[config.mk]
export PLATFORM = sky130hd
export DESIGN_NAME = ram_stream_reader
export DESIGN_NICKNAME = d
export VERILOG_FILES = /design/src/rtl/ram_stream_reader.sv
export SDC_FILE = /design/constraint.sdc
export NUM_CORES = 1
export LEC_CHECK = 0
export CORE_MARGIN = 5
export CORE_UTILIZATION = 28
export CTS_BUF_LIST = sky130_fd_sc_hd__clkbuf_2 sky130_fd_sc_hd__clkbuf_4 sky130_fd_sc_hd__clkbuf_8
export DETAILED_ROUTE_END_ITERATION = 10
export SLEW_MARGIN = 20
export SYNTH_ARGS = -nofsm -noshare
export SYNTH_HDL_FRONTEND = slang
export SYNTH_SLANG_ARGS = --single-unit
export TNS_END_PERCENT = 100
[constraint.sdc]
create_clock -name clk -period 2.2 [get_ports clk]
set_clock_uncertainty 0.15 [all_clocks]
set_input_delay 0.22 -clock clk [delete_from_list [all_inputs] [get_ports clk]]
set_output_delay 0.22 -clock clk [all_outputs]
set_load 0.02 [all_outputs]
[src/rtl/ram_stream_reader.sv]
// rtl/ram_stream_reader.sv - read-side controller streaming RAM words out through a 2-entry buffer
//
// Purpose: on start, reads `length` consecutive words beginning at `base`
// (wrapping at DEPTH) from a 1-cycle-latency RAM and emits them in address
// order on a valid/ready stream. A 2-entry FIFO buffer absorbs the RAM read
// latency and downstream stalls; reads are only issued when a slot is
// guaranteed, so no word is ever dropped or duplicated.
//
// Ports:
//   clk, rst_n          clock (rising edge), asynchronous active-low reset
//   start, base, length request pulse and its parameters, sampled only in IDLE
//   busy, done          busy in READ/DRAIN/DONE; done is a 1-cycle pulse
//   ram_raddr, ram_ren  RAM read address / enable
//   ram_dout            RAM read data, valid the cycle after ram_ren
//   m_valid, m_data     stream output (head of buffer)
//   m_ready             downstream accept

module ram_stream_reader #(
  parameter int ADDR_WIDTH = 4,
  parameter int DATA_WIDTH = 32,
  parameter int DEPTH      = 16
) (
  input  logic                  clk,
  input  logic                  rst_n,
  input  logic                  start,
  input  logic [ADDR_WIDTH-1:0] base,
  input  logic [ADDR_WIDTH:0]   length,
  output logic                  busy,
  output logic                  done,
  output logic [ADDR_WIDTH-1:0] ram_raddr,
  output logic                  ram_ren,
  input  logic [DATA_WIDTH-1:0] ram_dout,
  output logic                  m_valid,
  output logic [DATA_WIDTH-1:0] m_data,
  input  logic                  m_ready
);

  typedef enum logic [1:0] {
    S_IDLE  = 2'd0,
    S_READ  = 2'd1,
    S_DRAIN = 2'd2,
    S_DONE  = 2'd3
  } state_t;

  localparam logic [ADDR_WIDTH-1:0] LAST_ADDR = ADDR_WIDTH'(DEPTH - 1);
  localparam logic [ADDR_WIDTH-1:0] ADDR_ONE  = ADDR_WIDTH'(1);
  localparam logic [ADDR_WIDTH:0]   CNT_ONE   = (ADDR_WIDTH + 1)'(1);

  state_t                state_q, state_d;
  logic [ADDR_WIDTH-1:0] addr_q, addr_d;
  logic [ADDR_WIDTH:0]   issue_cnt_q, issue_cnt_d;
  logic [ADDR_WIDTH:0]   out_cnt_q, out_cnt_d;
  logic                  inflight_q, inflight_d;

  // 2-entry FIFO: storage, pointers and occupancy
  logic [DATA_WIDTH-1:0] buf_q [2];
  logic                  rd_ptr_q, rd_ptr_d;
  logic                  wr_ptr_q, wr_ptr_d;
  logic [1:0]            occ_q, occ_d;

  logic                  push;
  logic                  pop;
  logic [2:0]            credit_used;
  logic                  credit_ok;
  logic                  issue;

  // The RAM answers exactly one cycle after ram_ren, so the in-flight flag
  // doubles as the buffer push strobe.
  assign push      = inflight_q;
  assign m_valid   = (occ_q != 2'd0);
  assign m_data    = buf_q[rd_ptr_q];
  assign pop       = m_valid & m_ready;

  // A read may issue only if its data is guaranteed a slot when it returns:
  // occupancy + in-flight - (word leaving this cycle) must stay below 2.
  assign credit_used = {1'b0, occ_q} + {2'b00, inflight_q};
  assign credit_ok   = credit_used < (3'd2 + {2'b00, pop});

  assign issue     = (state_q == S_READ) && (issue_cnt_q != '0) && credit_ok;
  assign ram_ren   = issue;
  assign ram_raddr = addr_q;

  assign busy      = (state_q != S_IDLE);
  assign done      = (state_q == S_DONE);

  always_comb begin
    state_d     = state_q;
    addr_d      = addr_q;
    issue_cnt_d = issue_cnt_q;
    out_cnt_d   = out_cnt_q;
    inflight_d  = issue;
    rd_ptr_d    = rd_ptr_q ^ pop;
    wr_ptr_d    = wr_ptr_q ^ push;
    occ_d       = occ_q + {1'b0, push} - {1'b0, pop};

    if (pop && (out_cnt_q != '0)) begin
      out_cnt_d = out_cnt_q - CNT_ONE;
    end

    case (state_q)
      S_IDLE: begin
        if (start) begin
          if (length != '0) begin
            state_d     = S_READ;
            addr_d      = base;
            issue_cnt_d = length;
            out_cnt_d   = length;
          end else begin
            state_d = S_DONE;
          end
        end
      end
      S_READ: begin
        if (issue) begin
          // Explicit wrap so DEPTH need not be a power of two.
          addr_d      = (addr_q == LAST_ADDR) ? '0 : addr_q + ADDR_ONE;
          issue_cnt_d = issue_cnt_q - CNT_ONE;
          if (issue_cnt_q == CNT_ONE) begin
            state_d = S_DRAIN;
          end
        end
      end
      S_DRAIN: begin
        if (out_cnt_d == '0) begin
          state_d = S_DONE;
        end
      end
      S_DONE: begin
        state_d = S_IDLE;
      end
      default: begin
        state_d = S_IDLE;
      end
    endcase
  end

  always_ff @(posedge clk or negedge rst_n) begin
    if (!rst_n) begin
      state_q     <= S_IDLE;
      addr_q      <= '0;
      issue_cnt_q <= '0;
      out_cnt_q   <= '0;
      inflight_q  <= 1'b0;
      rd_ptr_q    <= 1'b0;
      wr_ptr_q    <= 1'b0;
      occ_q       <= 2'd0;
      buf_q[0]    <= '0;
      buf_q[1]    <= '0;
    end else begin
      state_q     <= state_d;
      addr_q      <= addr_d;
      issue_cnt_q <= issue_cnt_d;
      out_cnt_q   <= out_cnt_d;
      inflight_q  <= inflight_d;
      rd_ptr_q    <= rd_ptr_d;
      wr_ptr_q    <= wr_ptr_d;
      occ_q       <= occ_d;
      if (push) begin
        buf_q[wr_ptr_q] <= ram_dout;
      end
    end
  end

endmodule

==> results of run 1 <==
## sequential cells by signal, summed over array words and instances (netlist names)
name / count
occ_q: 2
out_cnt_q: 5
ram_raddr: 4
buf_q: 64
wr_ptr_q: 1
issue_cnt_q: 5
inflight_q: 1
rd_ptr_q: 1
state_q: 2
## kinds of logic (layout without fill, tap and decap cells)
| kind of cell | after synthesis | count (layout) |
|---|---|---|
| fa+ha+maj | 16 | 16 |
| compound gates | 45 | 45 |
| simple gates | 39 | 39 |
| mux | 101 | 101 |
| buf+inv | 33 | 156 |
| flops | 85 | 85 |
| xor+xnor | 7 | 7 |
## worst max-delay path: stages (launching register included)
cell      delay (ps)
dfrtp_1          400
inv_2             70
ha_4             130
or3b_4           390
a2111o_1         380
o311a_1          140
a311oi_2         250
mux2i_1          230
## placed cells by master, fill, tap and decap left out, types with 4 or more instances in the layout
| master | netlist | routed |
|---|---|---|
| inv_1 | 17 | 14 |
| nor2_1 | 8 | 7 |
| nand3_1 | 6 | 6 |
| buf_4 | 0 | 34 |
| o21ai_0 | 6 | 6 |
| dlygate4sd2_1 | 0 | 34 |
| buf_12 | 0 | 4 |
| a31oi_1 | 4 | 4 |
| a21oi_1 | 10 | 9 |
| nand2_1 | 7 | 7 |
| a22o_1 | 5 | 5 |
| xnor2_1 | 7 | 7 |
| clkdlybuf4s50_1 | 0 | 48 |
| dfrtp_1 | 85 | 84 |
| mux2i_1 | 5 | 5 |
| mux2_2 | 96 | 96 |
| clkbuf_8 | 0 | 11 |
| and2_1 | 4 | 4 |
| ha_1 | 16 | 11 |
## repair_timing
action	CTS	global route
hold buffers	1	0
buffers inserted	3	1
pin swaps	5	3
endpoints found under the hold margin	35	0
endpoints found under the setup margin	36	3
resized for setup	43	4
## power by group through the flow
stage,Combinational [uW],Sequential (uW),Clock (uW)
3_3_place_gp,5300,2800,0
2_1_floorplan,3310,2800,0
3_5_place_dp,5390,2860,0
4_1_cts,5130,2830,1110
5_1_grt,5560,2930,1170
6_report,5080,2830,1050
## Yosys cell counts (5+ instances only)
library cell	instances
nand3_1	6
dfrtp_1	85
o21ai_0	6
clkbuf_1	9
a21oi_1	10
inv_1	17
a22o_1	5
mux2i_1	5
mux2_2	96
nor2_1	8
buf_1	6
xnor2_1	7
nand2_1	7
ha_1	16
## path summary, 6_finish.rpt
check                                       start                      to  slack, ps  cells past startpoint
max                        out_cnt_q[1]$_DFF_PN0_  state_q[1]$_DFFE_PN0P_        -10                      7
min                                         rst_n   buf_q[58]$_DFFE_PN0P_        210                      2
max reg2reg                out_cnt_q[1]$_DFF_PN0_  state_q[1]$_DFFE_PN0P_        -10                      7
min reg2reg                 buf_q[13]$_DFFE_PN0P_   buf_q[13]$_DFFE_PN0P_        350                      1
max in group asynchronous                   rst_n   buf_q[13]$_DFFE_PN0P_       1030                      3
min in group clk                      ram_dout[6]    buf_q[6]$_DFFE_PN0P_        350                      2
## stage by stage
stage	setup TNS (ps)	power (uW)	worst slack (ps)	util (%)	instance area, sq um
detailed placement	-359	8250	-86.9	37.8	5540
global placement	-74.7	8100	-65.3	37.8	5540
CTS	-18.3	9070	-18.3	39.1	5730
floorplan	-12.5	6120	-12.5	-	4230
finish	-14.8	8970	-14.8	39.3	5750
global route	-113	9670	-98.6	39.3	5750
## layout make-up
type	count	area (sq um)
fill	1428	8890
inverter	17	63.8
clock inverter	3	20.0
multi-input combinational	208	2000
timing repair buffer	123	1150
tap	184	230
sequential	85	2130
clock buffer	13	166
## routing by layer
layer / share of wire [%] / up-vias / routed length (um) / GRT usage (%)
li1: - / 1404 / - / -
met1: 46 / 1482 / 4400 / 14.4
met2: 46 / 75 / 4440 / 18.2
met3: 5.7 / 18 / 547 / 3.57
met4: 2.3 / 0 / 223 / 5.08
met5: 0 / - / 0 / 0
==> impl_metrics.py, run 1 <==
metrics = {
    "outcome": {
        "status": "finished, violations left",
        "violations": "setup timing",
    },
    "logic_synthesis": {
        "synthAdderAreaFrac_pct": 4.75,
        "yosysUniqueCellTypes": 42,
        "syn_area_sq_um": 4210,
        "synth_top_family_by_area": "multiplexers",
        "synth_nets": 387,
        "synth-simple-area-share_pct": 5.02,
        "synth_async_sr_flop_share_pct": 100,
        "ys_seq_area_share_pct": 50.5,
        "synth_area_leader_cell": "dfrtp_1",
        "synth-edff-count": 0,
        "synth_xor_area_share_pct": 1.45,
        "ys_seq_elements": 85,
        "yosysWarnings": 0,
        "synthTopCellsByArea": "dfrtp_1 50%, mux2_2 26%, ha_1 4.8%, inv_1 1.5%, xnor2_1 1.5%",
        "ys_dominant_reg_cell": "dfrtp_1",
        "synth_top_area_share_pct": 50.5,
        "muxShareOfSynthArea_pct": 26.8,
        "syn_inst": 326,
        "postSynthAreaPerCell_sq_um": 12.9,
        "synth_compound_area_share_pct": 8.34,
    },
    "power": {
        "combPwrFrac_pct": 56.7,
        "leakage_uw": 0.00250,
        "seqPwrFrac_pct": 31.5,
        "internal_power_uw": 5540,
        "net-switching-power_uw": 3420,
        "peakVddDrop_mv": 0.600,
        "cellPowerDensity_nw_per_um2": 1560,
        "switching_share_pct": 38.2,
        "pwr-share-clk_pct": 11.8,
    },
    "die": {
        "row_count": 44,
        "dieWidth_um": 133,
        "floorplan.initialDensity_pct": 28.8,
        "dieHeight_um": 133,
        "dieArea_sq_um": 17600,
        "core_sq_um": 14600,
        "pin_count": 85,
    },
    "detailed_routing": {
        "drc": 0,
        "drtIter0Drc": 160,
        "wire_per_inst_um": 15.2,
        "via_per_inst": 4.71,
        "drt-total-wl_um": 9610,
        "first_pass_iters": 4,
        "num_vias": 2979,
        "postRouteAntennaNets": 0,
    },
    "timing": {
        "hold_violations": 0,
        "fin_ws_ps": -14.8,
        "fin_crit_sh_pct": 101,
        "slew-limit-headroom_pct": 67.2,
        "finalSetupViolations": 1,
        "slew_violations": 0,
        "rsz0062_at_grt": "yes",
        "worst_pin_slew_ps": 492,
        "hold_slack_ps": 210,
        "period_minus_slack_ps": 2210,
        "fmaxAchievable_mhz": 451,
    },
    "cells_and_area": {
        "layout-drive-gt1-share_pct": 39.0,
        "stdcell_count": 633,
        "final_nets": 505,
        "synthToLayoutAreaGrowth_pct": 36.5,
        "n_antenna_cell": 0,
    },
    "global_route": {
        "grt-ovfl-total": 0,
        "grtUsageTotal_pct": 11.5,
        "grt_first_pass_wirelength_um": 16300,
        "grt_pass1_vias": 3284,
        "antenna_found_initial": 0,
        "grt_max_degree": 51,
    },
    "setup_path": {
        "end_kind": "flip-flop",
        "cp.required_ps": 2330,
        "critical_path_class": "reg2reg",
        "crit_arrival_ps": 2350,
        "path_max_fanout": 4,
        "setup.worst_path.start_class": "flip-flop",
    },
    "placement": {
        "dp_cells": 612,
        "io_buffer_count": 84,
        "gp_congestion": 0.806,
        "hpwl_um": 6700,
    },
    "clocking": {
        "root_buffer": "clkbuf_8",
        "clock-sinks": 85,
        "path_clk_slew_ps": 90,
        "cts_buffer_depth": 2,
        "cts_tree": "done",
        "h-tree-depth": 3,
        "cts_buffers": 9,
        "clk_latency_ps": 360,
    },
    "flow_run": {
        "drv_cap": 0,
    },
    "min_path": {
        "hp-class": "in2async",
    },
}
Power figures use the tool's default switching activity.
==> run 2, diff against run 1 <==
- CORE_ASPECT_RATIO: not set -> 0.7
==> impl_metrics.py, run 2 (synthesis results as in run 1) <==
metrics = {
    "outcome": {
        "violations": "setup timing",
        "status": "finished, violations left",
    },
    "cells_and_area": {
        "layout_common_cells": "96 x mux2_2, 84 x dfrtp_1, 49 x clkdlybuf4s50_1",
        "stdcell_area_sq_um": 5810,
        "largest_reg_flops": 64,
        "n_antenna_cell": 0,
        "regMostFlops": "buf_q",
        "reg_top3": "buf_q (64), issue_cnt_q (5), out_cnt_q (5)",
        "stdcell_count": 642,
        "layout-drive-gt1-share_pct": 38.9,
        "synthToLayoutAreaGrowth_pct": 37.8,
        "final_common_cell": "mux2_2",
        "final_nets": 503,
    },
    "detailed_routing": {
        "num_vias": 2926,
        "drtIter0Drc": 101,
        "wire_per_inst_um": 15.0,
        "via_per_inst": 4.56,
        "drc": 0,
        "drt-total-wl_um": 9640,
        "postRouteAntennaNets": 0,
        "first_pass_iters": 4,
    },
    "timing": {
        "slew_violations": 0,
        "hold_slack_ps": 194,
        "finalSetupViolations": 1,
        "rsz0062_at_grt": "yes",
        "period_minus_slack_ps": 2200,
        "slew-limit-headroom_pct": 68.0,
        "fin_ws_ps": -4.72,
        "hold_violations": 0,
        "fmaxAchievable_mhz": 454,
        "fin_crit_sh_pct": 100,
        "worst_pin_slew_ps": 479,
        "final.setup.tns_ps": -4.72,
    },
    "min_path": {
        "hp-class": "in2async",
    },
    "clocking": {
        "cts_buffers": 9,
        "cts_tree": "done",
        "root_buffer": "clkbuf_8",
        "cts_buffer_depth": 2,
        "clk_latency_ps": 360,
        "clock-sinks": 85,
        "h-tree-depth": 3,
        "path_clk_slew_ps": 100,
    },
    "die": {
        "row_count": 37,
        "dieArea_sq_um": 17600,
        "dieWidth_um": 157,
        "pin_count": 85,
        "dieHeight_um": 113,
        "core_sq_um": 14700,
        "floorplan.initialDensity_pct": 28.6,
    },
    "global_route": {
        "grt_first_pass_wirelength_um": 15800,
        "grtUsageTotal_pct": 11.1,
        "grt_pass1_vias": 3230,
        "grt-ovfl-total": 0,
        "antenna_found_initial": 0,
        "grt_max_degree": 53,
    },
    "setup_path": {
        "critPathBufInv": 1,
        "cp_top_family": "compound AO/OA/AOI/OAI gates",
        "crit_start": "out_cnt_q[0]$_DFF_PN0_",
        "rr_startpoint": "out_cnt_q[0]$_DFF_PN0_",
        "crit_chain": "inv_2 > ha_4 > or3b_4 > a2111o_1 > o311a_1 > a311oi_2 > mux2i_1",
        "path_max_fanout": 3,
        "slowest_delay_ps": 410,
        "critical_path_class": "reg2reg",
        "end_kind": "flip-flop",
        "crit_arrival_ps": 2350,
        "cpMaxStageDelayCell": "dfrtp_1",
        "setup.worst_path.start_class": "flip-flop",
        "cp.required_ps": 2340,
    },
    "placement": {
        "place_area_sq_um": 5550,
        "gp_congestion": 0.800,
        "hpwl_um": 6910,
        "io_buffer_count": 84,
        "dp_cells": 621,
    },
    "power": {
        "leakage_uw": 0.00251,
        "cellPowerDensity_nw_per_um2": 1590,
        "peakVddDrop_mv": 0.656,
    },
    "flow_run": {
        "drv_cap": 0,
    },
}
[run 2: cell types whose count changed in the layout (fill, tap and decap cells not counted), sizes merged]
cell | before | now
buf | 40 | 38
bufinv | 0 | 2
clkbuf | 13 | 9
clkdlybuf4s50 | 48 | 49
clkinvlp | 2 | 1
dlygate4sd2 | 34 | 33
inv | 17 | 20
[run 2: layout make-up]
cell class	count	area, sq um
clock inverters	7	105
multi-input cells	208	2000
fillers	1421	8920
clock buffers	9	124
flip-flops and latches	85	2130
repair buffers	121	1140
inverters	17	63.8
well taps	195	244
[run 2: metal layers]
metal  share of wire [%]  track usage [%]
met4                0.65             2.72
met2                  46             17.7
met3                 4.7             3.12
met1                  49             15.0
met5                   0                0
[run 2: worst paths after layout]
| check | endpoint | slack, ps | depth (start not counted) |
|---|---|---|---|
| max in group asynchronous | buf_q[30]$_DFFE_PN0P_ | 1050 | 3 |
| min reg2reg | buf_q[13]$_DFFE_PN0P_ | 360 | 1 |
| max | state_q[1]$_DFFE_PN0P_ | -5 | 7 |
| min | ram_raddr[1]$_DFFE_PN0P_ | 190 | 2 |
| min in group clk | ram_raddr[1]$_DFFE_PN0P_ | 350 | 3 |
| max reg2reg | state_q[1]$_DFFE_PN0P_ | -5 | 7 |
[run 2: what timing repair did]
action,in CTS,in global routing
setup buffers,3,1
pin swaps,4,2
cloned,0,0
setup endpoints to repair,36,4
endpoints found under the hold margin,33,0
hold buffers,1,0
resized for setup,42,3
[run 2: metrics by stage]
stage	util [%]	power, uW	setup WS, ps
after floorplan	-	6120	-12.5
after global placement	37.7	8120	-63.7
after detailed placement	37.7	8270	-77.9
after CTS	39.3	9330	-14.5
after global routing	39.4	9910	-129
final	39.4	9220	-4.72
[run 2: power by group]
group	leakage, uW	switching [uW]	internal [uW]	total (uW)
clock	0.000112	611	658	1270
sequential	0.00101	469	2370	2840
combinational	0.00139	2420	2690	5110
total	0.00251	3500	5720	9220
